[src/rtl/cache_pkg.sv]
// Shared cache geometry defaults, address layout and PLRU state type.
// Imported by the way allocator and its PLRU tree.
package cache_pkg;

  localparam int NUM_SETS_DEF = 16;
  localparam int NUM_WAYS_DEF = 4;
  localparam int BLOCK_SIZE   = 16;
  localparam int ADDR_W       = 32;

  localparam int SetSize    = $clog2(NUM_SETS_DEF);
  localparam int WaySize    = $clog2(NUM_WAYS_DEF);
  localparam int OffsetSize = $clog2(BLOCK_SIZE);
  localparam int TagSize    = ADDR_W - SetSize - OffsetSize;

  typedef struct packed {
    logic [TagSize-1:0]    tag;
    logic [SetSize-1:0]    set;
    logic [OffsetSize-1:0] offset;
  } cache_addr_t;

  typedef logic [NUM_WAYS_DEF-2:0] plru_bits_t;

endpackage

[src/rtl/cache_way_allocator_plru_tree.sv]
// Combinational tree-PLRU: victim walk and touch update for one set.
// plru bit k holds heap node k+1 (node 1 is the root).
module plru_tree
  import cache_pkg::*;
#(
  parameter  int NUM_WAYS = NUM_WAYS_DEF,
  localparam int WW       = $clog2(NUM_WAYS)
) (
  input  logic [NUM_WAYS-2:0] plru_q,
  input  logic [WW-1:0]       access_way,
  output logic [WW-1:0]       victim,
  output logic [NUM_WAYS-2:0] plru_d
);

  logic [NUM_WAYS-1:0] tree_q;
  logic [NUM_WAYS-1:0] tree_d;
  logic                unused_pad;

  assign tree_q = {plru_q, 1'b0};

  always_comb begin
    logic [WW-1:0] n;
    logic          b;
    victim = '0;
    n      = '0;
    n[0]   = 1'b1;
    for (int l = 0; l < WW; l++) begin
      b         = tree_q[n];
      victim    = victim << 1;
      victim[0] = b;
      n         = n << 1;
      n[0]      = b;
    end
  end

  // Each node on the accessed way's path is turned away from it.
  always_comb begin
    logic [WW-1:0] n;
    logic [WW-1:0] w;
    logic          b;
    tree_d = tree_q;
    w      = access_way;
    n      = '0;
    n[0]   = 1'b1;
    for (int l = 0; l < WW; l++) begin
      b         = w[WW-1];
      tree_d[n] = ~b;
      w         = w << 1;
      n         = n << 1;
      n[0]      = b;
    end
  end

  assign plru_d     = tree_d[NUM_WAYS-1:1];
  assign unused_pad = tree_d[0];

endmodule

[src/rtl/cache_way_allocator.sv]
// Per-set valid/PLRU bookkeeping feeding the cache controller.
// Optional eviction counter enabled by CACHE_ALLOC_STATS_EN.
module cache_way_allocator
  import cache_pkg::*;
#(
  parameter  int NUM_SETS = NUM_SETS_DEF,
  parameter  int NUM_WAYS = NUM_WAYS_DEF,
  localparam int SW       = $clog2(NUM_SETS),
  localparam int WW       = $clog2(NUM_WAYS)
) (
  input  logic          clk,
  input  logic          rst,
  input  logic [SW-1:0] set,
  input  logic          hit,
  input  logic [WW-1:0] hit_way,
  input  logic          fill,
  input  logic [WW-1:0] fill_way,
  input  logic          cru_enable,
  input  logic          invalidate_all,
  output logic          populated,
  output logic [WW-1:0] populate_way,
  output logic [WW-1:0] replace_way,
  output logic [31:0]   evict_count
);

  logic [NUM_SETS-1:0][NUM_WAYS-1:0] valid_q;
  logic [NUM_SETS-1:0][NUM_WAYS-2:0] plru_q;

  logic [NUM_WAYS-1:0] row_valid;
  logic [NUM_WAYS-2:0] plru_nxt;
  logic [WW-1:0]       touch_way;

  assign row_valid = valid_q[set];
  assign populated = &row_valid;
  assign touch_way = fill ? fill_way : hit_way;

  always_comb begin
    populate_way = '0;
    for (int i = NUM_WAYS - 1; i >= 0; i--) begin
      if (!row_valid[i]) populate_way = WW'(i);
    end
  end

  plru_tree #(
    .NUM_WAYS (NUM_WAYS)
  ) u_plru (
    .plru_q     (plru_q[set]),
    .access_way (touch_way),
    .victim     (replace_way),
    .plru_d     (plru_nxt)
  );

  always_ff @(posedge clk or posedge rst) begin
    if (rst) begin
      valid_q <= '0;
      plru_q  <= '0;
    end else if (invalidate_all) begin
      valid_q <= '0;
      plru_q  <= '0;
    end else if (fill) begin
      valid_q[set][fill_way] <= 1'b1;
      plru_q[set]            <= plru_nxt;
    end else if (hit) begin
      plru_q[set] <= plru_nxt;
    end
  end

`ifdef CACHE_ALLOC_STATS_EN
  logic [31:0] evict_q;

  always_ff @(posedge clk or posedge rst) begin
    if (rst) begin
      evict_q <= '0;
    end else if (invalidate_all) begin
      evict_q <= '0;
    end else if (fill && cru_enable) begin
      evict_q <= evict_q + 32'd1;
    end
  end

  assign evict_count = evict_q;
`else
  logic unused_cru;

  assign unused_cru  = cru_enable;
  assign evict_count = '0;
`endif

  // A hit must name a way that already holds a line.
  a_hit_valid : assert property (
    @(posedge clk) disable iff (rst)
    (hit && !fill && !invalidate_all) |-> valid_q[set][hit_way]
  ) else $error("hit on invalid way");

endmodule

[config.mk]
export PLATFORM = sky130hd
export DESIGN_NAME = cache_way_allocator
export DESIGN_NICKNAME = d
export VERILOG_FILES = /design/src/rtl/cache_pkg.sv /design/src/rtl/cache_way_allocator_plru_tree.sv /design/src/rtl/cache_way_allocator.sv
export SDC_FILE = /design/constraint.sdc
export NUM_CORES = 1
export LEC_CHECK = 0
export ABC_CLOCK_PERIOD_IN_PS = 4700
export BUFFER_PORTS_ARGS = -buffer_cell sky130_fd_sc_hd__buf_2
export CORE_MARGIN = 5
export CORE_UTILIZATION = 55
export CTS_BUF_LIST = sky130_fd_sc_hd__clkbuf_8 sky130_fd_sc_hd__clkbuf_16
export CTS_CLUSTER_DIAMETER = 30
export CTS_CLUSTER_SIZE = 25
export DETAILED_ROUTE_END_ITERATION = 7
export PLACE_DENSITY = 0.78
export SLEW_MARGIN = 5
export SYNTH_ARGS = -nofsm -noshare
export SYNTH_HDL_FRONTEND = slang
export SYNTH_SLANG_ARGS = --single-unit
[constraint.sdc]
create_clock -name clk -period 4.7 [get_ports clk]
set_clock_uncertainty 0.1 [all_clocks]
set_input_delay 1.41 -clock clk [delete_from_list [all_inputs] [get_ports clk]]
set_output_delay 1.41 -clock clk [all_outputs]
set_load 0.01 [all_outputs]
Word level (Yosys, flattened, before mapping). Cells that the tools add are included.

$lt $le $gt $ge: 7. Muxes and demuxes: 26. Bitwise operators: 3. Reduce and logical (&&, ||, !) cells: 6.

Operators with widths (number): two-way mux 48 bit (3); two-way mux 64 bit (2); bitwise OR 64 bit (1); bitwise mux 48 bit (1); binary-select mux 4 bit (select 4 bit) (1); demux 4 bit (select 4 bit) (1); binary-select mux 3 bit (select 4 bit) (1); demux 3 bit (select 4 bit) (1); two-way mux 2 bit (5); less-than comparator 2 x 3 -> 1 bit (second input constant) (3); two-way mux 4 bit (2); two-way mux 3 bit (2); less-than comparator 4 x 5 -> 1 bit (second input constant) (1); bitwise mux 4 bit (1); greater-or-equal comparator 2 x 1 -> 1 bit (second input constant) (2); greater-or-equal comparator 4 x 1 -> 1 bit (second input constant) (1); two-way mux 1 bit (4); AND reduction 4 bit (1); logical AND 1 bit (3); nonzero test 3 bit (1); demux 1 bit (select 2 bit) (1); inverter 1 bit (2); nonzero test 2 bit (1); demux 1 bit (select 1 bit) (1).

Register bits: 112. Input port bits: 14. Output and inout bits: 37.

Depth between registers and ports, before layout. Gate-level depths: netlist of the first run.

Depth after elaboration: 10. Depth in mapped cells: 8. Depth with buffers taken out: 5.

By module. From an unflattened synthesis of the first run, not the netlist that was laid out.

Cell total of the unflattened synthesis: 548. Area total of the unflattened synthesis: 5645.4 um2.

By module, submodules not included: cache_way_allocator (times used 1, cells each 541, area each 5599.1 um2, sequential area each 2802.7 um2); plru_tree (times used 1, cells each 7, area each 46.3 um2, sequential area each 0.0 um2).

Least setup slack after synthesis of the first run. OpenSTA, ideal clock, no wires.

Kind: input-to-output. From: input set[0]. To: output populate_way[1]. Arrival: 3.020 ns. Path slack: 0.170 ns. Cell stages on the path: 7. Path buffers: 3. Cell sequence: buf_6 buf_6 buf_2 mux4_2 a221oi_1 nand2b_1 nor2b_1.

Cells in the longest elaborated chain, start to end: 6.

Ends and longest elaborated chain: start, declared (line cache_way_allocator.sv:13) `input logic [SW-1:0] set,`; binary-select mux 4 bit (select 4 bit) (*) (line cache_way_allocator.sv:33) `assign row_valid = valid_q[set];`; two-way mux 4 bit (implied by the code) (*) (line cache_way_allocator.sv:33); two-way mux 2 bit (3 in series) (line cache_way_allocator.sv:40) `if (!row_valid[i]) populate_way = WW'(i);`; two-way mux 2 bit (*) (line cache_way_allocator.sv:40); end, declared (line cache_way_allocator.sv:21) `output logic [WW-1:0] populate_way,`.

Mark *: on every way between the ends. The rest lies on a longest branch, timed or not. The select of a mux whose other input is x is not followed.

Worst setup path in the final report of the first run.
From: input set[0]. To: output replace_way[0].

Cells in the longest elaborated chain, start to end: 4.

Ends and longest elaborated chain: binary-select mux 3 bit (select 4 bit) (line cache_way_allocator.sv:47) `.plru_q (plru_q[set]),`; two-way mux 3 bit (implied by the code) (line cache_way_allocator.sv:47); two-way mux 1 bit (implied by the code) (2 in series) (line cache_way_allocator_plru_tree.sv:28) `b = tree_q[n];`; end, declared (line cache_way_allocator.sv:22) `output logic [WW-1:0] replace_way,`.

Every way passes these cells. The select of a mux whose other input is x is not followed.

==> results of run 1 <==
[worst max path at each step]
stage	slack, ns	to	cells after the start
detailed placement	-0.14	replace_way[0]	6
global placement	-0.03	populate_way[0]	7
CTS	0.0007	replace_way[0]	6
finish	0.07	replace_way[0]	6
floorplan	0.17	populate_way[1]	7
global route	-0.002	replace_way[0]	6
[Yosys cell counts, drive strengths merged, types with 3 or more instances]
cell / number / area, um2
mux4: 31 / 709
nand2: 66 / 248
nor2: 77 / 289
clkbuf: 23 / 86.3
nor2b: 6 / 37.5
mux2i: 3 / 30.0
dfrtp: 112 / 2800
inv: 3 / 11.3
nand2b: 5 / 31.3
buf: 43 / 314
a21oi: 65 / 325
nor3: 6 / 30.0
o21ai: 66 / 368
nand3: 4 / 20.0
[repair_timing]
action | 4_1_cts | 5_1_grt
buffers inserted | 2 | 0
resized for setup | 2 | 3
gates cloned | 0 | 1
setup endpoints to repair | 2 | 2
hold buffers | 0 | 0
[layer usage]
layer | global-route usage [%] | share of wire (%) | vias up
met5 | 0 | 0 | -
met4 | 5.34 | 1.5 | 0
met3 | 4.19 | 5.0 | 22
met2 | 36.3 | 51 | 131
met1 | 28.7 | 42 | 2018
li1 | - | - | 1832
[metrics by stage]
stage	area, um2	setup slack (ns)
2_1_floorplan	5620	0.170
6_report	5960	0.0743
3_3_place_gp	5670	-0.0324
5_1_grt	5960	-0.00228
4_1_cts	5930	0.000682
3_5_place_dp	5670	-0.139
[final cells by class]
type / count / area (um2)
clock buffers: 9 / 124
well taps: 133 / 166
repair buffers: 41 / 337
flip-flops and latches: 112 / 2800
fillers: 818 / 3810
clock inverters: 7 / 110
inverters: 3 / 13.8
multi-input cells: 382 / 2410
[report_power, final]
group | total, mW | switching, mW | internal [mW]
registers | 0.979 | 0.00567 | 0.973
logic | 0.175 | 0.122 | 0.0530
clock network | 0.634 | 0.365 | 0.269
[registers in the layout (all words and copies together), names as in the netlist]
register	flops
plru_q	48
valid_q	64
[kinds of logic (layout without fill, tap and decap cells)]
family / after synthesis / count (layout) / synth area share (%)
DFF: 112 / 112 / 50.9
and+or+nand+nor: 173 / 173 / 13.1
muxes: 36 / 36 / 13.8
AOI/OAI and AO/OA: 141 / 141 / 14.6
other: 1 / 32 / 0.0681
buffers and inverters: 69 / 60 / 7.48
[worst max-delay path, stage by stage]
cell	delay, ns
buf_6	0.15
buf_8	0.16
mux4_2	0.53
mux4_2	0.51
mux2i_1	0.19
buf_2	0.16
==> impl_metrics.ini, run 1 <==
[status]
outcome = completed

[run]
cap_violations = 0

[drt]
first_pass_iters = 5
avgRoutedWirePerCell_um = 18.0
drtAntennaViolNets = 0
drt-total-wl_um = 12300
drt_iter0_markers = 311
via_per_inst = 5.83
drc = 0
dr_total_vias = 4003

[min_path]
min_to = plru_q[17]$_DFFE_PP0P_
hp-class = reg -> reg
min_from = plru_q[17]$_DFFE_PP0P_
worstHoldPathCells = 2

[clocking]
root_buffer = clkbuf_8
insertion_delay_ns = 0.37
cts_tree = yes
clock_path_buffers = 2
cts_buffers = 9
htreeDepth = 3
path_clk_slew_ns = 0.10
cts.sinks = 112

[floorplanning]
start_util_pct = 56.3
fp.dieH_um = 110
rows = 36
core_region_area_um2 = 9770
io_pins = 51
fp.dieArea_um2 = 12100
die_w_um = 110

[synthesis]
ys_ff_latch = 112
ys_warn_count = 0
syn_inst = 532
ys_types = 36
ys.flop_type = dfrtp_1
avgSynthCellArea_um2 = 10.3
seq_area_frac_synth_pct = 50.9
ys_async_sr_fraction_pct = 100
synth_edf_count = 0
syn_area_um2 = 5500

[global_routing]
grt_overflow = 0
antenna_found_initial = 0
grt_max_degree = 59
grt_util_all_layers_pct = 21.5
grt_pass1_wl_um = 20000
grt_pass1_vias = 3993

[setup_path]
r2r_end = plru_q[14]$_DFFE_PP0P_
rr_worst_depth = 7
critPathLaunchType = primary input
critPathMaxFanout = 7
arrival_ns = 3.12
r2r_setup_slack_ns = 2.45
end_kind = output pin
critPathRequiredTime_ns = 3.19
crit_start = set[0]
critPathKind = in -> out
r2r-start = plru_q[26]$_DFFE_PP0P_

[finish]
antenna_cells = 0
final_nets = 563
mostFrequentLayoutCells = dfrtp_1 (112), nor2_1 (77), nand2_1 (66), a21oi_1 (65), o21ai_0 (55)
syn2layout_area_growth_pct = 8.37
postLayoutCoreUtil_pct = 61.0
layout.cells.most_common = dfrtp_1
instances_no_fill = 687
drive_above_1_share_pct = 18.6

[timing]
tns_ns = 0
fin_crit_sh_pct = 98.4
setup_viol = 0
slew-limit-headroom_pct = 23.5
hold_ws_ns = 0.386
period_needed_ns = 4.63
slew_viol_final = 0
max_freq_mhz = 216
worstMarginPinSlew_ns = 1.14
hold_viol_final = 0

[pwr]
power_mw = 1.79
power_density_nw_per_um2 = 300
vdd.ir_drop.worst_mv = 0.182
p_leak_nw = 2.69

[placement]
numPortBuffers = 17
place.gp.congestion = 0.930
place_inst = 668
dp_hpwl_um = 8890
Power figures use the tool's default switching activity.
==> run 2, diff against run 1 <==
MAX_ROUTING_LAYER = met4   (was unset)
==> run 2 against run 1 <==
Global-route usage is 0.69 points higher. Wire length is 0.23% lower. Non-clock buffer count stayed put. Combinational power hardly changed. Final cell count is 0.29% lower. Register-to-register slack hardly changed. Via count is 1.1% lower. Sequential cell count stayed put. Power is 4.2% lower. Sequential share of layout area is 0.25 points higher. Worst setup slack better by 0.0056 ns. First-iteration DRC count is 5.1% lower.
==> impl_metrics.ini, run 2 (synthesized netlist as in run 1, its figures left out) <==
[status]
outcome = completed

[pwr]
switchingPower_mw = 0.444
pwr-share-comb_pct = 10.3
switching_share_pct = 25.9
pwr-share-seq_pct = 57.1
vdd.ir_drop.worst_mv = 0.163
power_density_nw_per_um2 = 289
p_int_mw = 1.27
p_leak_nw = 2.68
p_clk_share_pct = 32.5

[floorplanning]
core_region_area_um2 = 9770
start_util_pct = 56.3
die_w_um = 110
rows = 36
fp.dieArea_um2 = 12100
fp.dieH_um = 110
io_pins = 51

[placement]
dp_hpwl_um = 8790
numPortBuffers = 17
dpl-instance-area_um2 = 5670
place.gp.congestion = 0.899

[setup_path]
path_buf_inv = 3
arrival_ns = 3.11
worstPathCellList = buf_6 > buf_6 > mux4_2 > mux4_2 > mux2i_1 > buf_2
end_kind = output pin
critPathLaunchType = primary input
r2r-start = plru_q[29]$_DFFE_PP0P_
critPathMaxFanout = 8
cpPeakStageDelay_ns = 0.55
cp_slowest_cell = mux4_2
r2r_end = plru_q[14]$_DFFE_PP0P_
critPathTopFamily = multiplexers
crit_cells = 6
rr_worst_depth = 7
critPathKind = in -> out
critPathRequiredTime_ns = 3.19
r2r_setup_slack_ns = 2.46

[timing]
period_needed_ns = 4.62
fin_crit_sh_pct = 98.3
tns_ns = 0
max_freq_mhz = 216
slew_viol_final = 0
setup_viol = 0
slew-limit-headroom_pct = 27.3
rsz0062_at_grt = false
hold_viol_final = 0
worstMarginPinSlew_ns = 1.09

[drt]
drt_iter0_markers = 295
first_pass_iters = 5
via_per_inst = 5.78
drtAntennaViolNets = 0
met2_length_um = 6240
top_layer = met4
avgRoutedWirePerCell_um = 18.0
m1WireLength_um = 5180
wl_met3_um = 659
drc = 0
dr_total_vias = 3958
drt-total-wl_um = 12300

[finish]
final_nets = 563
layout.cells.most_common = dfrtp_1
n_fill_cell = 829
regMostFlops = valid_q
reg_top3 = valid_q x64, plru_q x48
mostFrequentLayoutCells = dfrtp_1 (112), nor2_1 (77), nand2_1 (66), a21oi_1 (65), o21ai_0 (55)
antenna_cells = 0
largest_register_ffs = 64
fin_area_um2 = 5930
drive_above_1_share_pct = 18.5
syn2layout_area_growth_pct = 7.80

[clocking]
cts_tree = yes
clock_path_buffers = 2
path_clk_slew_ns = 0.10
cts_buffers = 9
htreeDepth = 3
root_buffer = clkbuf_8
insertion_delay_ns = 0.37
ctsHoldBuffers = 0
cts.sinks = 112

[min_path]
min_to = plru_q[44]$_DFFE_PP0P_
worstHoldPathCells = 2
min_from = plru_q[44]$_DFFE_PP0P_
hp-class = reg -> reg

[global_routing]
grt_pass1_vias = 3905
grt_util_all_layers_pct = 22.2
grt_overflow = 0
grt_pass1_wl_um = 19900
antenna_found_initial = 0
grt_max_degree = 113

[run]
cap_violations = 0
-- run 2: cell types whose count changed in the layout (fill, tap and decap cells not counted), sizes merged --
cell and change:
inv -3, clkinvlp +1
-- run 2: through the flow --
step / total power, mW / utilization (%) / worst slack [ns] / hold slack, ns / cells
floorplan: 1.13 / - / 0.170 / 0.342 / 563
global placement: 1.16 / 58.0 / -0.0447 / 0.358 / 667
detailed placement: 1.17 / 58.0 / -0.0770 / 0.366 / 667
CTS: 1.71 / 59.9 / 0.0208 / 0.387 / 681
global route: 1.77 / 60.7 / 0.0113 / 0.410 / 685
finish: 1.71 / 60.7 / 0.0800 / 0.385 / 685
-- run 2: area by class of cell --
cell class                 count  area (um2)  share of cell area, %
clock buffer                   9         124                   2.09
clock inverter                 5        60.1                   1.01
inverter                       3        13.8                  0.232
multi-input combinational    382        2420                   40.7
sequential                   112        2800                   47.2
tap                          133         166                   2.81
timing repair buffer          41         349                   5.88
-- run 2: how the worst max path moves through the flow --
stage                           end  slack, ns   start
finish               replace_way[0]       0.08  set[0]
global placement    populate_way[0]      -0.04  set[0]
floorplan           populate_way[1]       0.17  set[0]
detailed placement   replace_way[0]      -0.08  set[0]
global route        populate_way[0]       0.01  set[0]
CTS                  replace_way[0]       0.02  set[0]
-- run 2: what timing repair did --
| item | CTS | global route |
|---|---|---|
| endpoints found under the hold margin | 0 | 0 |
| setup buffers | 0 | 3 |
| gates resized for setup | 1 | 5 |
| endpoints found under the setup margin | 4 | 3 |
| gates cloned | 0 | 1 |
-- run 2: tightest hold or removal path: stages, from the launching register on --
cell	delay (ns)
dfrtp_1	0.35
nand2_1	0.04
o21ai_0	0.06
-- run 2: layer usage --
metal / track usage (%) / up-vias
li1: - / 1816
met1: 28.4 / 1988
met2: 35.9 / 131
met3: 4.95 / 23
met4: 6.41 / 0
met5: - / -
-- run 2: power by group through the flow --
stage                     combinational, mW  sequential [mW]  clock [mW]
final                                 0.177            0.978       0.557
after global routing                  0.196            0.980       0.597
after CTS                             0.169            0.978       0.565
after detailed placement              0.168            0.997           0
after global placement                0.164            0.996           0
after floorplan                       0.139            0.995           0
==> run 3, diff against run 2 <==
ABC_CLOCK_PERIOD_IN_PS = 5900   (was 4700)
clock period = 5.9 ns   (was 4.7 ns; I/O delays follow)
==> run 3 against run 2 <==
Final area down 2.8%. Sequential power down 20%. Sequential share of layout area up 1.4 points. Combinational power shrank 27%. Critical path depth up 1. Via count down 0.73%. Core utilization fell by 1.7 points. Clock power fell by 16%. Global-route usage up 0.88 points. Worst hold slack lost 0.00089 ns. Die area stayed put. First-iteration DRC count up 4.7%. Largest cell class unchanged.
==> impl_metrics.ini, run 3 (synthesized netlist as in run 1, its figures left out) <==
[clocking]
htreeDepth = 3
clock_path_buffers = 2
root_buffer = clkbuf_8
post-cts-setup-buffers = 0
cts_buffers = 9
ctsHoldBuffers = 0
cts_tree = yes
path_clk_slew_ns = 0.10
cts.sinks = 112
insertion_delay_ns = 0.39
cts_resized = 0

[pwr]
power_mw = 1.37
p_leak_nw = 2.60
power_density_nw_per_um2 = 239
vdd.ir_drop.worst_mv = 0.157

[timing]
hold_ws_ns = 0.385
worstMarginPinSlew_ns = 1.07
max_freq_mhz = 177
tns_ns = 0
period_needed_ns = 5.66
slew-limit-headroom_pct = 28.5
hold_viol_final = 0
fin_crit_sh_pct = 95.9
rsz0062_at_grt = false
setup_viol = 0
slew_viol_final = 0

[floorplanning]
fp.dieArea_um2 = 12100
core_region_area_um2 = 9770
rows = 36
fp.dieH_um = 110
die_w_um = 110
start_util_pct = 56.3
io_pins = 51

[min_path]
worstHoldPathCells = 2
min_to = plru_q[29]$_DFFE_PP0P_
hp-class = reg -> reg
min_from = plru_q[29]$_DFFE_PP0P_

[placement]
dp_hpwl_um = 8750
dpl-instance-area_um2 = 5570
place.gp.congestion = 0.902
numPortBuffers = 17

[setup_path]
end_kind = output pin
critPathRequiredTime_ns = 4.03
r2r_end = plru_q[8]$_DFFE_PP0P_
critPathKind = in -> out
worstPathCellList = buf_2 > buf_4 > mux4_1 > a22o_1 > a221oi_2 > mux2i_1 > buf_2
cpPeakStageDelay_ns = 0.60
r2r_setup_slack_ns = 3.17
critPathLaunchType = primary input
path_buf_inv = 3
cp_slowest_cell = mux4_1
r2r-start = plru_q[47]$_DFFE_PP0P_
critPathMaxFanout = 11
rr_worst_depth = 5
cp_common_cell = buf_2
critPathTopFamily = buffers and inverters
arrival_ns = 3.79

[run]
cap_violations = 0

[global_routing]
grt_pass1_vias = 3967
grt_max_degree = 81
grt_util_all_layers_pct = 23.1
antenna_found_initial = 0
grt_pass1_wl_um = 20500
grt_overflow = 0

[drt]
drc = 0
first_pass_iters = 5
drtAntennaViolNets = 0
dr_total_vias = 3929
drt_iter0_markers = 309
drt-total-wl_um = 12500
avgRoutedWirePerCell_um = 18.6
via_per_inst = 5.84

[finish]
postLayoutCoreUtil_pct = 59.0
syn2layout_area_growth_pct = 4.73
antenna_cells = 0
layout.cells.most_common = dfrtp_1
reg_top3 = valid_q x64, plru_q x48
final_nets = 549
fin_area_um2 = 5760
regMostFlops = valid_q
largest_register_ffs = 64
drive_above_1_share_pct = 16.1
mostFrequentLayoutCells = dfrtp_1 (112), nor2_1 (77), nand2_1 (66), a21oi_1 (65), o21ai_0 (55)

[status]
outcome = completed
## run 3: area by class of cell
| type | instances | area, um2 |
|---|---|---|
| fillers | 825 | 4010 |
| flip-flops and latches | 112 | 2800 |
| multi-input cells | 382 | 2410 |
| repair buffers | 27 | 173 |
| well taps | 133 | 166 |
| clock buffers | 10 | 138 |
| clock inverters | 6 | 60.1 |
| inverters | 3 | 13.8 |
## run 3: where the power goes
part           internal, mW  total [mW]  switching (mW)
combinational        0.0333       0.129          0.0960
clock                 0.207       0.466           0.259
sequential            0.775       0.779         0.00464
## run 3: through the flow
stage / cells / worst slack [ns]
CTS: 673 / 0.240
floorplan: 563 / 0.650
detailed placement: 657 / 0.238
global route: 673 / 0.117
finish: 673 / 0.244
global placement: 657 / 0.311
## run 3: worst min-delay path, cell delays in order, from the launching register on
cell and delay (ns):
dfrtp_1 0.35, nand2_1 0.06, o21ai_2 0.05
## run 3: worst max-delay path by stage
stage | slack, ns | startpoint | depth (start not counted) | to
after floorplan | 0.65 | set[0] | 7 | populate_way[1]
after global placement | 0.31 | set[0] | 7 | replace_way[0]
after detailed placement | 0.24 | set[0] | 7 | replace_way[0]
after CTS | 0.24 | set[0] | 7 | replace_way[0]
after global routing | 0.12 | set[0] | 7 | replace_way[0]
final | 0.24 | set[0] | 7 | replace_way[0]
## run 3: metal layers
metal	share of wire [%]	GRT usage (%)
met3	4.9	4.25
met5	0	-
met1	42	30.2
met4	2.7	9.35
met2	50	35.8
